### src/rtl/lru_update_sequencer.sv
`default_nettype none
// ============================================================================
// lru_update_sequencer : drives hit/fill updates into LRU_buffer and runs the
// refill handshake on a miss. Optional counters: LRU_SEQ_STATS_EN.
// Revision: 1.0
// ============================================================================
module lru_update_sequencer #(
  parameter int WAYS  = 8,
  parameter int IDX_W = 7
) (
  input  logic             clk,
  input  logic             rst,
  input  logic             i_req_valid,
  output logic             o_req_ready,
  input  logic             i_req_hit,
  input  logic [WAYS-1:0]  i_req_hit_way_8,
  input  logic [IDX_W-1:0] i_req_addr_7,
  output logic             o_lru_write_enable,
  output logic             o_hit_sig,
  output logic [WAYS-1:0]  o_hit_way_8,
  output logic [IDX_W-1:0] o_addr_7,
  input  logic [WAYS-1:0]  i_lru_flag,
  output logic             o_refill_valid,
  output logic [WAYS-1:0]  o_refill_way_8,
  output logic [IDX_W-1:0] o_refill_addr_7,
  input  logic             i_refill_done,
`ifdef LRU_SEQ_STATS_EN
  output logic [15:0]      o_hit_cnt,
  output logic [15:0]      o_miss_cnt,
`endif
  output logic             o_err
);

  localparam logic [WAYS-1:0] WAY0 = WAYS'(1);

  typedef enum logic [2:0] {
    IDLE        = 3'd0,
    HIT_UPD     = 3'd1,
    VICTIM_RD   = 3'd2,
    REFILL_WAIT = 3'd3,
    MISS_UPD    = 3'd4
  } state_t;

  state_t            state, state_nx;
  logic [IDX_W-1:0]  set_q, set_nx;
  logic [WAYS-1:0]   victim_q, victim_nx;
  logic              ready_nx, we_nx, hit_sig_nx, refill_valid_nx, err_nx;
  logic [WAYS-1:0]   hit_way_nx, refill_way_nx;
  logic [IDX_W-1:0]  addr_nx, refill_addr_nx;
  logic [WAYS-1:0]   way_low, flag_low;
  logic              way_multi, flag_multi, hit_ok;

  // x & -x isolates the lowest set bit; x & (x-1) is nonzero when more than one bit is set
  assign way_low    = i_req_hit_way_8 & (~i_req_hit_way_8 + WAY0);
  assign way_multi  = |(i_req_hit_way_8 & (i_req_hit_way_8 - WAY0));
  assign flag_low   = i_lru_flag & (~i_lru_flag + WAY0);
  assign flag_multi = |(i_lru_flag & (i_lru_flag - WAY0));
  assign hit_ok     = i_req_hit && (|i_req_hit_way_8);

  always_comb begin
    state_nx        = state;
    set_nx          = set_q;
    victim_nx       = victim_q;
    ready_nx        = 1'b0;
    we_nx           = 1'b0;
    hit_sig_nx      = 1'b0;
    hit_way_nx      = '0;
    addr_nx         = set_q;
    refill_valid_nx = 1'b0;
    refill_way_nx   = '0;
    refill_addr_nx  = '0;
    err_nx          = o_err;
    case (state)
      IDLE: begin
        ready_nx = 1'b1;
        addr_nx  = '0;
        if (i_req_valid) begin
          set_nx   = i_req_addr_7;
          addr_nx  = i_req_addr_7;
          ready_nx = 1'b0;
          if (i_req_hit && way_multi) err_nx = 1'b1;
          if (hit_ok) begin
            state_nx   = HIT_UPD;
            we_nx      = 1'b1;
            hit_sig_nx = 1'b1;
            hit_way_nx = way_low;
          end else begin
            // a hit with no way bit set is treated as a miss
            if (i_req_hit) err_nx = 1'b1;
            state_nx = VICTIM_RD;
          end
        end
      end
      VICTIM_RD: begin
        victim_nx = (i_lru_flag == '0) ? WAY0 : flag_low;
        if ((i_lru_flag == '0) || flag_multi) err_nx = 1'b1;
        state_nx        = REFILL_WAIT;
        refill_valid_nx = 1'b1;
        refill_way_nx   = victim_nx;
        refill_addr_nx  = set_q;
      end
      REFILL_WAIT: begin
        if (i_refill_done) begin
          state_nx   = MISS_UPD;
          we_nx      = 1'b1;
          hit_way_nx = victim_q;
        end else begin
          refill_valid_nx = 1'b1;
          refill_way_nx   = victim_q;
          refill_addr_nx  = set_q;
        end
      end
      default: begin
        state_nx = IDLE;
        ready_nx = 1'b1;
        addr_nx  = '0;
      end
    endcase
  end

  always_ff @(posedge clk or negedge rst) begin
    if (!rst) begin
      state              <= IDLE;
      set_q              <= '0;
      victim_q           <= '0;
      o_req_ready        <= 1'b1;
      o_lru_write_enable <= 1'b0;
      o_hit_sig          <= 1'b0;
      o_hit_way_8        <= '0;
      o_addr_7           <= '0;
      o_refill_valid     <= 1'b0;
      o_refill_way_8     <= '0;
      o_refill_addr_7    <= '0;
      o_err              <= 1'b0;
    end else begin
      state              <= state_nx;
      set_q              <= set_nx;
      victim_q           <= victim_nx;
      o_req_ready        <= ready_nx;
      o_lru_write_enable <= we_nx;
      o_hit_sig          <= hit_sig_nx;
      o_hit_way_8        <= hit_way_nx;
      o_addr_7           <= addr_nx;
      o_refill_valid     <= refill_valid_nx;
      o_refill_way_8     <= refill_way_nx;
      o_refill_addr_7    <= refill_addr_nx;
      o_err              <= err_nx;
    end
  end

`ifdef LRU_SEQ_STATS_EN
  always_ff @(posedge clk or negedge rst) begin
    if (!rst) begin
      o_hit_cnt  <= '0;
      o_miss_cnt <= '0;
    end else if (state == IDLE && i_req_valid) begin
      if (hit_ok) begin
        if (o_hit_cnt != 16'hFFFF) o_hit_cnt <= o_hit_cnt + 16'd1;
      end else begin
        if (o_miss_cnt != 16'hFFFF) o_miss_cnt <= o_miss_cnt + 16'd1;
      end
    end
  end
`endif

endmodule
`default_nettype wire

### config.mk
export PLATFORM = sky130hd
export DESIGN_NAME = lru_update_sequencer
export DESIGN_NICKNAME = d
export VERILOG_FILES = /design/src/rtl/lru_update_sequencer.sv
export SDC_FILE = /design/constraint.sdc
export NUM_CORES = 1
export LEC_CHECK = 0
export ABC_CLOCK_PERIOD_IN_PS = 4120
export CAP_MARGIN = 20
export CELL_PAD_IN_SITES_DETAIL_PLACEMENT = 1
export CELL_PAD_IN_SITES_GLOBAL_PLACEMENT = 1
export CORE_MARGIN = 10
export CORE_UTILIZATION = 35
export CTS_BUF_LIST = sky130_fd_sc_hd__clkbuf_4 sky130_fd_sc_hd__clkbuf_8
export DETAILED_ROUTE_END_ITERATION = 16
export GPL_ROUTABILITY_DRIVEN = 0
export PLACE_DENSITY_LB_ADDON = 0.1
export SLEW_MARGIN = 20
export SYNTH_ARGS = -nofsm -noshare
export SYNTH_HDL_FRONTEND = slang
export SYNTH_SLANG_ARGS = --single-unit
### constraint.sdc
create_clock -name clk -period 4.12 [get_ports clk]
set_clock_uncertainty 0.1 [all_clocks]
set_input_delay 0.824 -clock clk [delete_from_list [all_inputs] [get_ports clk]]
set_output_delay 0.824 -clock clk [all_outputs]
set_load 0.1 [all_outputs]
==> results_dict.tcl, run 1 <==
set metrics [dict create \
    grt_pass1_wl_um 9432 \
    worstPathCellList "clkdlybuf4s50_1" \
    crit_type "register to primary output" \
    worstPathArrival_ns 1.95 \
    drv_slew 0 \
    viasPerCell 5.057 \
    num_rows 28 \
    fill_cells 656 \
    cts_made_buffers 5 \
    syn_avg_cell_area_um2 11.40 \
    ff2ff_setup_slack_ns 2.04 \
    synth_ff_type "dfrtp_1" \
    worstMarginPinSlew_ns 1.017 \
    status "completed" \
    rsz0062_at_grt "false" \
    powerDensity_nw_per_um2 750.0 \
    synthTopCellsByCount "dfrtp_1, nand2_1, nor2_1" \
    place_hpwl_um 4408 \
    cp_max_fo 1 \
    hold_buffers 0 \
    cts_root_buffer "clkbuf_8" \
    end_kind "primary output" \
    clkTransAtPathRegs_ns 0.10 \
    die_w_um 99.48 \
    ys_warn_count 0 \
    leakagePower_nw 1.320 \
    cp_num_buf_inv 1 \
    clk_path_buf_depth 2 \
    drt_iter0_drc 34 \
    syn-cell-area_um2 2211 \
    firstDrtPassIters 4 \
    grt_start_max_net_pins 29 \
    r2r_start "state[1]" \
    grt.overflow.total 0 \
    crit_start "o_req_ready" \
    finalSetupTns_ns 0 \
    synth-simple-area-share_pct 17.94 \
    synthDistinctLibCells 42 \
    synth_top_family_by_area "simple AND/OR/NAND/NOR gates" \
    cts_tree "yes" \
    cts_setup_buffers 0 \
    max_stage_delay_ns 1.12 \
    post_cts_resized 0 \
    antenna_cells 0 \
    syn_nets 222 \
    yosysTopAreaCellShare_pct 58.86 \
    cts.sinks 53 \
    fp.dieArea_um2 9896 \
    yosysTopAreaCell "dfrtp_1" \
    maxCapViolations 0 \
    core-area_um2 6026 \
    drive_gt1_share_pct 9.728 \
    synthXorXnorAreaFrac_pct 0.7923 \
    antenna_found_initial 0 \
    final_util_pct 49.58 \
    clkLatencyLatePin_ns 0.31 \
    synth.most_common_cell "dfrtp_1" \
    ys_seq_elements 53 \
    wire_per_inst_um 17.33 \
    worst_path_max_delay_cell "clkdlybuf4s50_1" \
    synth_compound_area_share_pct 13.92 \
    cp_top_family "buffers and inverters" \
    synth_edf_count 0 \
    finalSetupViolations 0 \
    fin_hold_ws_ns 0.3932 \
    ys_async_sr_fraction_pct 100.0 \
    critPathLaunchType "register" \
    seq_area_frac_synth_pct 60.05 \
    vias 1679 \
    yosys.area_share.adder_pct 0.4527 \
    ir_worst_vdd_mv 0.4098 \
    finalCritPeriodShare_pct 69.75 \
    fmax_ghz 0.3480 \
    drtAntennaViolNets 0 \
    min_path_type "input pin to async pin" \
    required_ns 3.20 \
    wl_um 5752 \
    start_util_pct 36.69 \
    cts.htree.levels 2 \
    ios 63 \
    synthMuxAreaShare_pct 3.565 \
    grt_pass1_vias 1801 \
    track_usage_pct 11.79 \
    synth_cells 194 \
    die_h_um 99.48 \
    syn_to_final_growth_pct 35.14 \
    synth.area.top_cells "dfrtp_1, a22o_1, nand2_1" \
    io_buffers 62 \
    route.detailed.drc 0 \
    nets 284 \
    hold_viol 0 \
    fin_crit_ns 2.874 \
    slew_headroom_pct 32.01 \
]
## through the flow
stage / total power [W] / cell area [µm²] / instances / setup WS (ns)
2_1_floorplan: 0.001640 / 2211 / 194 / 1.808
3_3_place_gp: 0.001924 / 2889 / 324 / 1.308
3_5_place_dp: 0.001946 / 2889 / 324 / 1.270
4_1_cts: 0.002264 / 2988 / 332 / 1.224
5_1_grt: 0.002355 / 2988 / 332 / 1.198
6_report: 0.002241 / 2988 / 332 / 1.246
## per-layer routing
layer	global-route usage, %	part of all wire (%)	vias up
li1	-	-	805
met1	14.22	46	838
met2	19.59	49	34
met3	4.083	4.9	2
met4	2.977	0.40	0
met5	0	0	-
## state kept, by name, indices dropped and copies added (netlist names), 3 cells and up
name,flops
o_hit_way_8,8
o_refill_way_8,8
victim_q,8
o_addr_7,7
o_refill_addr_7,7
set_q,7
state,3
## cell usage in the layout (no fill, tap or decap), types with 2 or more instances in the layout
cell type | synthesis | final
and2_1 | 9 | 9
nand2_1 | 24 | 24
inv_1 | 7 | 7
nor2b_1 | 2 | 2
nor2_1 | 14 | 14
nor3_1 | 4 | 4
a21oi_1 | 5 | 5
a22o_1 | 12 | 12
o21ai_0 | 4 | 4
a211oi_1 | 2 | 2
nand4_1 | 2 | 2
clkdlybuf4s50_1 | 0 | 61
buf_4 | 0 | 2
nand2b_1 | 4 | 4
mux2_2 | 7 | 7
o31ai_1 | 3 | 3
dfrtp_1 | 52 | 52
clkbuf_8 | 0 | 6
nor4_1 | 2 | 2
a31oi_1 | 3 | 3
a32o_1 | 5 | 5
a21o_1 | 2 | 2
xnor2_1 | 2 | 2
and3_1 | 2 | 2
## path summary, 6_finish.rpt
check                                     end  cells past startpoint
max                               o_req_ready                      1
min                               o_addr_7[2]                      1
max reg2reg                    o_hit_way_8[2]                      3
min reg2reg                o_refill_addr_7[4]                      1
max in group asynchronous         o_req_ready                      2
min in group clk           o_refill_addr_7[4]                      1
## area by class of cell
class	count	area, µm²	share of cell area, %
timing repair buffer	64	630.6	21.11
clock inverter	2	16.27	0.5444
inverter	7	26.28	0.8794
clock buffer	6	82.58	2.764
multi-input combinational	125	810.8	27.14
tap	75	93.84	3.141
sequential	53	1328	44.43
## report_power, final
group / switching (W) / leakage (nW) / internal (W)
Sequential: 0.000105 / 0.693 / 0.000674
Clock: 0.000177 / 0.0478 / 0.000139
Combinational: 0.000845 / 0.579 / 0.000302
## cells by family after synthesis
kind of cell | count (synthesis)
XOR/XNOR | 2
flip-flops | 53
AO/OA/AOI/OAI | 41
adder cells (fa/ha/maj) | 1
AND/OR/NAND/NOR | 74
buffers and inverters | 16
multiplexers | 7
Power figures use the tool's default switching activity.
==> run 2: changes to the inputs <==
--- a/config.mk
+++ b/config.mk
@@ -5,7 +5,7 @@
 export SDC_FILE = /design/constraint.sdc
 export NUM_CORES = 1
 export LEC_CHECK = 0
-export ABC_CLOCK_PERIOD_IN_PS = 4120
+export ABC_CLOCK_PERIOD_IN_PS = 3000
 export CAP_MARGIN = 20
 export CELL_PAD_IN_SITES_DETAIL_PLACEMENT = 1
 export CELL_PAD_IN_SITES_GLOBAL_PLACEMENT = 1
==> constraint.sdc (replaced) <==
create_clock -name clk -period 3 [get_ports clk]
set_clock_uncertainty 0.1 [all_clocks]
set_input_delay 0.6 -clock clk [delete_from_list [all_inputs] [get_ports clk]]
set_output_delay 0.6 -clock clk [all_outputs]
set_load 0.1 [all_outputs]
==> results_dict.tcl, run 2 (synthesis gave the netlist of run 1 again) <==
set metrics [dict create \
    track_usage_pct 12.15 \
    clk_path_buf_depth 2 \
    grt_start_max_net_pins 23 \
    final_cell_mix "dfrtp_1, buf_4, clkdlybuf4s50_1" \
    clkLatencyLatePin_ns 0.31 \
    vias 1674 \
    final_util_pct 48.53 \
    grt.overflow.total 0 \
    hold_buffers 0 \
    end_kind "register" \
    finalSetupTns_ns 0 \
    p_clk_share_pct 14.3 \
    post_cts_resized 0 \
    slew_headroom_pct 60.03 \
    crit_type "input pin to register" \
    fin_ws_ns 0.7030 \
    cts_root_buffer "clkbuf_8" \
    ff2ff_setup_slack_ns 1.17 \
    die_h_um 99.48 \
    cts.sinks 53 \
    hold_viol 0 \
    critPathLaunchType "input pin" \
    ios 63 \
    worstPathCellList "clkdlybuf4s50_1, or4_4, nor2_1, a21oi_1, a2111oi_1, a211oi_1" \
    cts.htree.levels 2 \
    required_ns 3.08 \
    fmax_ghz 0.4353 \
    worstPathArrival_ns 2.38 \
    wl_um 5813 \
    leakagePower_nw 1.400 \
    drive_gt1_share_pct 24.23 \
    viasPerCell 4.997 \
    ir_worst_vdd_mv 0.6865 \
    finalSetupViolations 0 \
    worst_path_max_delay_cell "or4_4" \
    core-area_um2 6026 \
    powerDensity_nw_per_um2 1044 \
    r2r_start "state[0]" \
    route.detailed.drc 0 \
    clkTransAtPathRegs_ns 0.10 \
    cts_made_buffers 5 \
    reg2reg_depth 5 \
    nets 287 \
    grt_pass1_vias 1858 \
    swShare_pct 50.74 \
    cts_tree "yes" \
    drv_slew 0 \
    mostFrequentLayoutCell "dfrtp_1" \
    status "completed" \
    p_total_w 0.003053 \
    worstMarginPinSlew_ns 0.5995 \
    fin_hold_ws_ns 0.1394 \
    largestRegisters "o_hit_way_8 x8, o_refill_way_8 x8, victim_q x8" \
    r2r-end "o_hit_way_8[7]" \
    rsz0062_at_grt "false" \
    die_w_um 99.48 \
    drtAntennaViolNets 0 \
    firstDrtPassIters 4 \
    fp.dieArea_um2 9896 \
    wire_per_inst_um 17.35 \
    internal_power_w 0.001504 \
    sequentialPowerShare_pct 35.0 \
    cp_top_family "simple AND/OR/NAND/NOR gates" \
    place_ws_ns 0.3577 \
    cts_setup_buffers 0 \
    maxCapViolations 0 \
    p_switching_w 0.001549 \
    max_stage_delay_ns 0.61 \
    p_comb_share_pct 50.7 \
    drt_iter0_drc 54 \
    fill_cells 677 \
    cp_max_fo 6 \
    finalCritPeriodShare_pct 76.57 \
    fin_crit_ns 2.297 \
    io_buffers 62 \
    syn_to_final_growth_pct 32.26 \
    antenna_cells 0 \
    num_rows 28 \
    place_hpwl_um 4544 \
    antenna_found_initial 0 \
    grt_pass1_wl_um 9784 \
    min_path_type "input pin to async pin" \
    start_util_pct 36.69 \
    cp_num_buf_inv 1 \
]
## run 2: through the flow
stage | cell area, µm² | cells
after global routing | 2924 | 335
final | 2924 | 335
after floorplan | 2211 | 194
after global placement | 2824 | 327
after detailed placement | 2824 | 327
after CTS | 2924 | 335
## run 2: cell type report
| class | instances | area [µm²] | share of cell area (%) |
|---|---|---|---|
| Inverter | 7 | 26.28 | 0.8986 |
| Timing Repair Buffer | 67 | 565.5 | 19.34 |
| Clock inverter | 2 | 17.52 | 0.5991 |
| Multi-Input combinational cell | 125 | 810.8 | 27.73 |
| Clock buffer | 6 | 82.58 | 2.824 |
| Tap cell | 75 | 93.84 | 3.209 |
| Sequential cell | 53 | 1328 | 45.40 |
## run 2: power by group through the flow
stage	logic (W)	registers (W)	clock network [W]
6_report	0.00155	0.00107	0.000435
5_1_grt	0.00164	0.00110	0.000483
3_3_place_gp	0.00154	0.00108	0
4_1_cts	0.00157	0.00107	0.000453
3_5_place_dp	0.00156	0.00108	0
2_1_floorplan	0.000400	0.00185	0
## run 2: routing by layer
layer / routed length [µm] / part of all wire (%) / up-vias / track usage, %
li1: - / - / 813 / -
met1: 2588 / 45 / 822 / 14.81
met2: 2894 / 50 / 34 / 20.64
met3: 276 / 4.7 / 5 / 3.599
met4: 53 / 0.91 / 0 / 2.646
met5: 0 / 0 / - / 0
## run 2: worst max-delay path by stage
stage / to / start / depth (start not counted) / slack, ns
after floorplan: o_err / i_req_hit_way_8[0] / 6 / 0.91
after global placement: o_err / i_req_hit_way_8[0] / 6 / 0.39
after detailed placement: o_err / i_req_hit_way_8[0] / 6 / 0.36
after CTS: o_err / i_req_hit_way_8[0] / 6 / 0.69
after global routing: o_err / i_req_hit_way_8[0] / 6 / 0.62
final: o_err / i_req_hit_way_8[0] / 6 / 0.70
